$ cat src/rtl/hocs_thermal_frontend.sv
// hocs_thermal_frontend
// Conditions raw 8-bit die-temperature ADC samples for the SCRAM controller.
// Moving-average filter, rail-code rejection, persistence-qualified alarm
// with hysteresis and a sample-timeout watchdog. Any sensor fault latches a
// fail-safe full-scale temperature so the downstream trip path fires on its own.

module hocs_thermal_frontend #(
  parameter int unsigned AVG_LOG2       = 3,
  parameter logic [31:0] SAMPLE_TIMEOUT = 32'd3_000_000,
  parameter logic [7:0]  ALARM_LIMIT    = 8'd200,
  parameter logic [7:0]  ALARM_HYST     = 8'd10,
  parameter logic [3:0]  ALARM_PERSIST  = 4'd4,
  parameter logic [2:0]  RAIL_PERSIST   = 3'd4
) (
  input  logic       clk,
  input  logic       rst_n,
  input  logic       adc_valid,
  input  logic [7:0] adc_data,
  output logic       adc_ready,
  output logic [7:0] temp_filtered,
  output logic       temp_valid,
  output logic       thermal_alarm,
  output logic       sensor_fault
);

  localparam int unsigned WIN = 32'd1 << AVG_LOG2;
  localparam int unsigned SW  = 32'd8 + AVG_LOG2;
  localparam logic [AVG_LOG2-1:0] PTR_LAST  = AVG_LOG2'(WIN - 32'd1);
  localparam logic [AVG_LOG2-1:0] PTR_ONE   = AVG_LOG2'(32'd1);
  localparam logic [7:0]          CLR_LEVEL = ALARM_LIMIT - ALARM_HYST;

  localparam logic [1:0] ST_FILL  = 2'd0;
  localparam logic [1:0] ST_RUN   = 2'd1;
  localparam logic [1:0] ST_FAULT = 2'd2;

  // Registers
  logic [1:0]          r_state;
  logic [AVG_LOG2-1:0] r_wr_ptr;
  logic [SW-1:0]       r_sum;
  logic [2:0]          r_rail_cnt;
  logic [31:0]         r_tmo_cnt;
  logic [3:0]          r_persist;
  logic                r_adc_ready;
  logic [7:0]          r_temp_filtered;
  logic                r_temp_valid;
  logic                r_thermal_alarm;
  logic                r_sensor_fault;
  logic [7:0]          r_buf [WIN];

  // Wires
  logic                w_accept;
  logic                w_is_rail;
  logic                w_data_acc;
  logic                w_rail_acc;
  logic [7:0]          w_oldest;
  logic [SW-1:0]       w_sum_next;
  logic [7:0]          w_avg;
  logic                w_fill_done;
  logic                w_use_avg;
  logic                w_rail_trip;
  logic                w_tmo_trip;
  logic                w_fault_entry;
  logic [1:0]          w_state_next;
  logic [3:0]          w_persist_inc;

  assign w_accept   = adc_valid && r_adc_ready;
  assign w_is_rail  = (adc_data == 8'h00) || (adc_data == 8'hFF);
  assign w_data_acc = w_accept && !w_is_rail;
  assign w_rail_acc = w_accept && w_is_rail;

  // During FILL the slot being overwritten holds stale data, so it must not be subtracted.
  assign w_oldest    = (r_state == ST_RUN) ? r_buf[r_wr_ptr] : 8'h00;
  assign w_sum_next  = r_sum + {{AVG_LOG2{1'b0}}, adc_data} - {{AVG_LOG2{1'b0}}, w_oldest};
  assign w_avg       = w_sum_next[SW-1:AVG_LOG2];
  assign w_fill_done = (r_state == ST_FILL) && (r_wr_ptr == PTR_LAST);
  assign w_use_avg   = (r_state == ST_RUN) || w_fill_done;

  // A sample arriving on the very cycle the watchdog would expire keeps the sensor alive.
  assign w_rail_trip   = w_rail_acc && ((r_rail_cnt + 3'd1) == RAIL_PERSIST);
  assign w_tmo_trip    = !w_accept && (r_tmo_cnt == SAMPLE_TIMEOUT);
  assign w_fault_entry = (r_state != ST_FAULT) && (w_rail_trip || w_tmo_trip);

  assign w_persist_inc = (r_persist < ALARM_PERSIST) ? (r_persist + 4'd1) : r_persist;

  // Next-state selection; an unknown encoding falls into FAULT.
  always_comb begin
    w_state_next = r_state;
    case (r_state)
      ST_FILL: begin
        if (w_fault_entry) begin
          w_state_next = ST_FAULT;
        end else if (w_data_acc && w_fill_done) begin
          w_state_next = ST_RUN;
        end else begin
          w_state_next = ST_FILL;
        end
      end
      ST_RUN: begin
        if (w_fault_entry) begin
          w_state_next = ST_FAULT;
        end else begin
          w_state_next = ST_RUN;
        end
      end
      ST_FAULT: w_state_next = ST_FAULT;
      default:  w_state_next = ST_FAULT;
    endcase
  end

  // State, handshake and conditioned-temperature output registers.
  always_ff @(posedge clk) begin
    if (!rst_n) begin
      r_state         <= ST_FILL;
      r_adc_ready     <= 1'b0;
      r_temp_filtered <= 8'h00;
      r_temp_valid    <= 1'b0;
      r_sensor_fault  <= 1'b0;
    end else begin
      r_state     <= w_state_next;
      r_adc_ready <= (w_state_next != ST_FAULT);
      if (w_state_next == ST_FAULT) begin
        r_temp_filtered <= 8'hFF;
        r_temp_valid    <= 1'b0;
        r_sensor_fault  <= 1'b1;
      end else begin
        r_temp_valid   <= w_data_acc;
        r_sensor_fault <= 1'b0;
        if (w_data_acc) begin
          r_temp_filtered <= w_use_avg ? w_avg : adc_data;
        end else begin
          r_temp_filtered <= r_temp_filtered;
        end
      end
    end
  end

  // Running sum, write pointer, rail-persistence and watchdog counters.
  always_ff @(posedge clk) begin
    if (!rst_n) begin
      r_sum      <= '0;
      r_wr_ptr   <= '0;
      r_rail_cnt <= 3'd0;
      r_tmo_cnt  <= 32'd0;
    end else begin
      if (w_data_acc) begin
        r_sum    <= w_sum_next;
        r_wr_ptr <= r_wr_ptr + PTR_ONE;
      end else begin
        r_sum    <= r_sum;
        r_wr_ptr <= r_wr_ptr;
      end
      if (w_rail_acc) begin
        r_rail_cnt <= r_rail_cnt + 3'd1;
      end else if (w_data_acc) begin
        r_rail_cnt <= 3'd0;
      end else begin
        r_rail_cnt <= r_rail_cnt;
      end
      if (w_accept) begin
        r_tmo_cnt <= 32'd0;
      end else if (r_state != ST_FAULT) begin
        r_tmo_cnt <= r_tmo_cnt + 32'd1;
      end else begin
        r_tmo_cnt <= r_tmo_cnt;
      end
    end
  end

  // Sample buffer; deliberately not cleared by reset since FILL never reads stale slots.
  always_ff @(posedge clk) begin
    if (rst_n && w_data_acc) begin
      r_buf[r_wr_ptr] <= adc_data;
    end
  end

  // Alarm qualification on each fresh filtered value; forced high while faulted.
  always_ff @(posedge clk) begin
    if (!rst_n) begin
      r_persist       <= 4'd0;
      r_thermal_alarm <= 1'b0;
    end else if (w_state_next == ST_FAULT) begin
      r_persist       <= r_persist;
      r_thermal_alarm <= 1'b1;
    end else if (r_temp_valid) begin
      if (r_temp_filtered > ALARM_LIMIT) begin
        r_persist <= w_persist_inc;
        if (w_persist_inc == ALARM_PERSIST) begin
          r_thermal_alarm <= 1'b1;
        end else begin
          r_thermal_alarm <= r_thermal_alarm;
        end
      end else if (r_temp_filtered <= CLR_LEVEL) begin
        r_persist       <= 4'd0;
        r_thermal_alarm <= 1'b0;
      end else begin
        r_persist       <= 4'd0;
        r_thermal_alarm <= r_thermal_alarm;
      end
    end else begin
      r_persist       <= r_persist;
      r_thermal_alarm <= r_thermal_alarm;
    end
  end

  assign adc_ready     = r_adc_ready;
  assign temp_filtered = r_temp_filtered;
  assign temp_valid    = r_temp_valid;
  assign thermal_alarm = r_thermal_alarm;
  assign sensor_fault  = r_sensor_fault;

endmodule

$ cat config.mk
export PLATFORM = sky130hd
export DESIGN_NAME = hocs_thermal_frontend
export DESIGN_NICKNAME = d
export VERILOG_FILES = /design/src/rtl/hocs_thermal_frontend.sv
export SDC_FILE = /design/constraint.sdc
export NUM_CORES = 1
export LEC_CHECK = 0
export CAP_MARGIN = 30
export CORE_ASPECT_RATIO = 1.25
export CORE_MARGIN = 4
export CORE_UTILIZATION = 40
export DETAILED_ROUTE_END_ITERATION = 8
export RECOVER_POWER = 100
export SLEW_MARGIN = 20
export SYNTH_ARGS = -nofsm -noshare
export SYNTH_HDL_FRONTEND = slang
export SYNTH_SLANG_ARGS = --single-unit
$ cat constraint.sdc
create_clock -name clk -period 7.05 [get_ports clk]
set_clock_uncertainty 0.1 [all_clocks]
set_input_delay 1.41 -clock clk [delete_from_list [all_inputs] [get_ports clk]]
set_output_delay 1.41 -clock clk [all_outputs]
set_load 0.02 [all_outputs]
---- Word-level counts from Yosys, hierarchy flattened ----
Memory sizes are Yosys's and may differ from the RTL's. A register that Yosys moved wholly into a read port is not among the register bits.
Index checks and enable logic that the tools add are counted.
storage, ports and cells
  memory bits (read-only) ................. 0
  logic and storage cells ................. 79
  output and inout bits ................... 12
  bits in latches ......................... 0
  memories kept ........................... 1
  bits in writable memories ............... 64
  flip-flop bits (word level) ............. 67
cells by class
  shift-type cells ........................ 0
  equal/unequal tests ..................... 10
  div/mod/pow operators ................... 0
  add/subtract/negate cells ............... 6
  reduce and logical (&&, ||, !) cells .... 24
  mux-type cells .......................... 22
  magnitude comparators ................... 3
  bitwise operators ....................... 2
  $mul .................................... 0
memories
  name   words  width  rd ports  clocked after memory_dff  write ports  RTL line  text
  r_buf  8      8      1         1                         1            48        logic [7:0] r_buf [WIN];
operators with widths
  operator                                             number
  adder 32 x 1 -> 32 bit (second input constant)       1
  == test 32 x 22 -> 1 bit (second input constant)     1
  2-to-1 mux 8 bit                                     4
  2-to-1 mux 3 bit                                     4
  adder 11 x 8 -> 11 bit                               1
  subtractor 11 x 8 -> 11 bit                          1
  logical AND 1 bit                                    9
  2-to-1 mux 1 bit                                     9
  == test 8 bit (second input constant)                1
  > comparator 8 bit (second input constant)           1
  <= comparator 8 bit (second input constant)          1
  zero test 8 bit                                      1
  2-to-1 mux 4 bit                                     2
  adder 3 x 1 -> 3 bit (second input constant)         2
  == test 3 bit (second input constant)                2
  nonzero test 2 bit                                   3
  adder 4 x 1 -> 4 bit (second input constant)         1
  == test 4 x 3 -> 1 bit (second input constant)       1
  < comparator 4 x 3 -> 1 bit (second input constant)  1
  2-to-1 mux 2 bit                                     2
  inequality test 2 bit (second input constant)        2
  case mux 2 bit (2 select lines)                      1
  OR reduction 2 bit                                   2
  logical OR 1 bit                                     3
  other kinds (9)                                      11

---- Depth between registers and ports, before layout ----
  depth after elaboration ................. 11
  mapped depth ............................ 16
  gate-level depth less buffers ........... 14

---- Least setup slack after synthesis ----
Ideal clock, no wire load.
  kind .................................... reg-to-reg
  start point ............................. reg with a tool-made name
  end point ............................... reg r_temp_filtered[3] (netlist: temp_filtered[3])
  stages on the path, launching flop included .. 15
  arrival ................................. 3.687 ns
  setup slack ............................. 3.139 ns
  path through ............................ dfxtp_1 -> clkbuf_1 -> buf_2 -> mux4_2 -> mux2i_1 -> nor2_1 -> fa_1 -> inv_1 -> ha_1 -> nor2b_1 -> o31a_1 -> o21a_1 -> or3_1 -> a31oi_1 -> a21oi_1
RTL lines
  item                  RTL line  text
  to (signal assigned)  129       r_temp_filtered <= w_use_avg ? w_avg : adc_data;
  to (signal assigned)  131       r_temp_filtered <= r_temp_filtered;
  to (decl)             44        logic [7:0] r_temp_filtered;

---- Final worst setup path ----
  start point ............................. in adc_data[6]
  end point ............................... mem r_buf[4][7], enable pin
between the ends
  longest elaborated chain between the ends .. 7
  elaborated cells between the ends (all ways) .. 8
ends and longest elaborated chain
  item                                                     RTL line  text
  from (decl)                                              18        input logic [7:0] adc_data,
  == test 8 bit / zero test 8 bit (equally long branches)  67        assign w_is_rail = (adc_data == 8'h00) || (adc_data == 8'hFF);
  logical OR 1 bit *                                       67
  zero test 1 bit *                                        68        assign w_data_acc = w_accept && !w_is_rail;
  logical AND 1 bit *                                      68
  logical AND 1 bit *                                      171       if (rst_n && w_data_acc) begin
  2-to-1 mux 1 bit *                                       171
  2-to-1 mux 1 bit (not written as such) *                 172       r_buf[r_wr_ptr] <= adc_data;
  to (decl)                                                48
Mark *: on every way between the ends. The rest lies on a longest branch, timed or not.

==> impl_metrics.py <==
metrics = {
    "status": {
        "result_of_the_run": "complete, no violations",
    },
    "clock_network": {
        "tritoncts": "yes",
        "cts_hold_buf": 0,
        "max-clock-path-buffers": 2,
        "cts_root_buf": "clkbuf_16",
        "count_of_clock_tree_sinks": 134,
        "cts-buffers-inserted": 17,
        "post_cts_setup_bufs": 0,
        "clk_transition_reported_paths_ps": 50,
        "clk_latency_ps": 410,
        "postCtsResizedCells": 0,
        "cts-htree-levels": 4,
    },
    "placement": {
        "placed_cells_incl_taps": 799,
        "placement.io_buffers": 22,
        "place_area_mm2": 0.00680,
        "place.gp.congestion": 0.840,
        "hpwl_mm": 9.69,
        "post-place-ws_ps": 2070,
    },
    "yosys": {
        "post_synth_instance_area_mm2": 0.00634,
        "yosys_warnings": 0,
        "synth.largest_area_cell": "edfxtp_1",
        "synth-seq-cells": 134,
        "synth_top_family_by_area": "simple AND/OR/NAND/NOR gates",
        "cell_count_after_synthesis": 581,
        "mappedNetlistNets": 618,
        "synth_ff_type": "dfxtp_1",
        "synth_enable_flop_cells": 64,
        "post-synth-top-count-cell": "dfxtp_1",
        "synth-async-reset-ratio": 0,
        "synth.mux.area_fraction": 0.0759,
        "synthesis.area_per_instance_um2": 10.9,
        "post_synthesis_xor_xnor_area_fraction": 0.0456,
        "ys_top_cells_by_count": "dfxtp_1 (70), edfxtp_1 (64), nor2_1 (63)",
        "synth_fa_ha_area_frac": 0.0607,
        "post-synth-top-area-fraction": 0.303,
        "post_synth_and_or_nand_nor_area_fraction": 0.159,
        "synth.lib_cells_used.distinct": 60,
        "ys_top_cells_by_area": "edfxtp_1 (30%), dfxtp_1 (22%), mux4_2 (5.7%)",
        "synth_compound_area_frac": 0.0960,
        "seq_area_frac_synth": 0.524,
    },
    "route": {
        "detail_route.drc_violations": 0,
        "wl_mm": 13.9,
        "drt_first_iter_violations": 289,
        "ant_nets": 0,
        "viasPerCell": 5.32,
        "num_vias": 4426,
        "wire_per_inst_um": 16.7,
        "detail_route.first_pass.iterations": 5,
    },
    "worst_setup_path": {
        "worstPathMaxFanout": 25,
        "worst_path_max_delay_cell": "nor3_1",
        "cp_slowest_stage_delay_ps": 1110,
        "worstSetupPathType": "in -> reg",
        "worstPathCellList": "dlygate4sd3_1 -> nor4_1 -> nand2_1 -> and3b_1 -> nand2_1 -> nor3_1",
        "critical_path_required_ps": 6960,
        "crit_top_cell": "nand2_1",
        "end_kind": "flip-flop",
        "critical_path.top_delay_family": "simple AND/OR/NAND/NOR gates",
        "critPathArrivalTime_ps": 4790,
        "startpoint_types": "primary input",
        "worstPathBufferInverterCount": 1,
    },
    "global_route": {
        "grt_max_degree": 26,
        "grt_pass1_vias": 4508,
        "grt-busiest-layer": "met2",
        "grt_antenna_before_repair": 0,
        "grt_util_all_layers": 0.164,
        "global_route_wire_length_before_repair_mm": 22.9,
        "gr-total-overflow": 0,
        "grt_util_met1": 0.184,
        "use_met2": 0.298,
        "grt_use_met3": 0.0482,
    },
    "floorplanning": {
        "num_rows": 51,
        "die-area_mm2": 0.0180,
        "die_h_um": 149,
        "die_w_um": 121,
        "effective_utilization_at_floorplan": 0.408,
        "floorplan.io_pins": 23,
        "core-area_mm2": 0.0156,
    },
    "timing": {
        "period_utilization_post_route": 0.692,
        "rsz0062_at_grt": "no",
        "hold_viol": 0,
        "final.min_clock_period_ps": 4880,
        "postLayoutSetupSlackWorst_ps": 2170,
        "worst-slew-pin-transition_ps": 1270,
        "tns_ps": 0,
        "finalMaxSlewViolations": 0,
        "setup_viol": 0,
        "fin_hold_ws_ps": 357,
        "timing.max_slew.rel_slack": 0.149,
        "fmax_mhz": 205,
    },
    "power": {
        "p_leak_nw": 2.62,
        "cell_internal_pwr_mw": 1.48,
        "combPwrFrac": 0.113,
        "finalPower_mw": 1.94,
        "power.switching_fraction": 0.239,
        "p_seq_frac": 0.436,
        "clk_network_pwr_share": 0.451,
        "net-switching-power_mw": 0.464,
        "power_per_cell_area_mw_per_mm2": 264,
        "power.ir.vdd_worst_mv": 0.138,
    },
    "cells_and_area": {
        "finish.cell_count_without_fillers": 832,
        "layout.nets": 644,
        "post_route_cells_drive_above_1_share": 0.0855,
        "areaGrowthSynthToFinish_pct": 15.9,
        "finalCoreUtilization": 0.472,
        "area_of_all_placed_cells_without_fillers_mm2": 0.00736,
        "antenna-diode-count": 0,
    },
    "job": {
        "drv.max_cap_violation_count": 0,
    },
    "min_path": {
        "worst_hold_path_type": "reg -> reg",
    },
}
area by class of cell:
| type | count | area (um^2) |
|---|---|---|
| Sequential cell | 134 | 3320 |
| Clock inverter | 13 | 156 |
| Clock buffer | 19 | 433 |
| Tap cell | 212 | 265 |
| Multi-Input combinational cell | 383 | 2770 |
| Fill cell | 1456 | 8210 |
| Inverter | 41 | 154 |
| Timing Repair Buffer | 30 | 254 |
sequential cells by signal (all words and copies together), names as in the netlist, 2 cells and up, named ones only:
signal / flops
r_tmo_cnt: 32
r_wr_ptr: 3
r_buf: 64
r_rail_cnt: 3
temp_filtered: 8
r_sum: 11
r_state: 2
r_persist: 4
worst paths after layout:
path,start,endpoint,slack [ps],cells after the start
max reg2reg,flip-flop,temp_filtered[2],2830,12
min,r_sum[0],r_sum[0],360,2
min reg2reg,r_sum[0],r_sum[0],360,2
max,adc_data[6],r_buf[4][7],2170,6
power by group through the flow:
stage | clock network (mW) | registers (mW) | logic (mW)
after CTS | 0.889 | 0.846 | 0.222
after detailed placement | 0 | 0.862 | 0.221
after global placement | 0 | 0.862 | 0.217
after global routing | 0.934 | 0.848 | 0.247
after floorplan | 0 | 0.861 | 0.159
final | 0.875 | 0.846 | 0.219
cells by family (layout without fill, tap and decap cells):
logic type / Yosys count / in the layout
AOI/OAI and AO/OA: 93 / 93
and+or+nand+nor: 203 / 203
DFF: 134 / 134
xor gates and xnor gates: 33 / 33
adders and majority gates: 26 / 26
muxes: 28 / 28
buffers and inverters: 64 / 103
metal layers:
layer,wire [um],up-vias
li1,-,2161
met1,5600,2162
met2,7520,84
met3,551,19
met4,264,0
met5,0,-
placed cells by master, fill, tap and decap left out, drive strengths merged, types with 3 or more instances in the layout:
cell / count
a211oi: 4
a21oi: 29
a31oi: 5
and3: 9
and4: 5
bufinv: 3
clkbuf: 26
clkinv: 9
dfxtp: 70
dlygate4sd3: 21
edfxtp: 64
fa: 8
ha: 18
inv: 41
mux2i: 11
mux4: 16
nand2: 42
nand2b: 7
nand3: 23
nand4: 12
nor2: 63
nor3: 12
nor4: 7
nor4b: 3
o211a: 3
o211ai: 3
o21a: 5
o21ai: 18
o31ai: 6
or3: 7
xnor2: 13
xor2: 20
tightest hold or removal path, stage by stage (launching register included):
cell and delay [ps]:
dfxtp_1 300, nand2_1 50, a21oi_1 50
No activity file was read; power rests on OpenSTA's default activity.
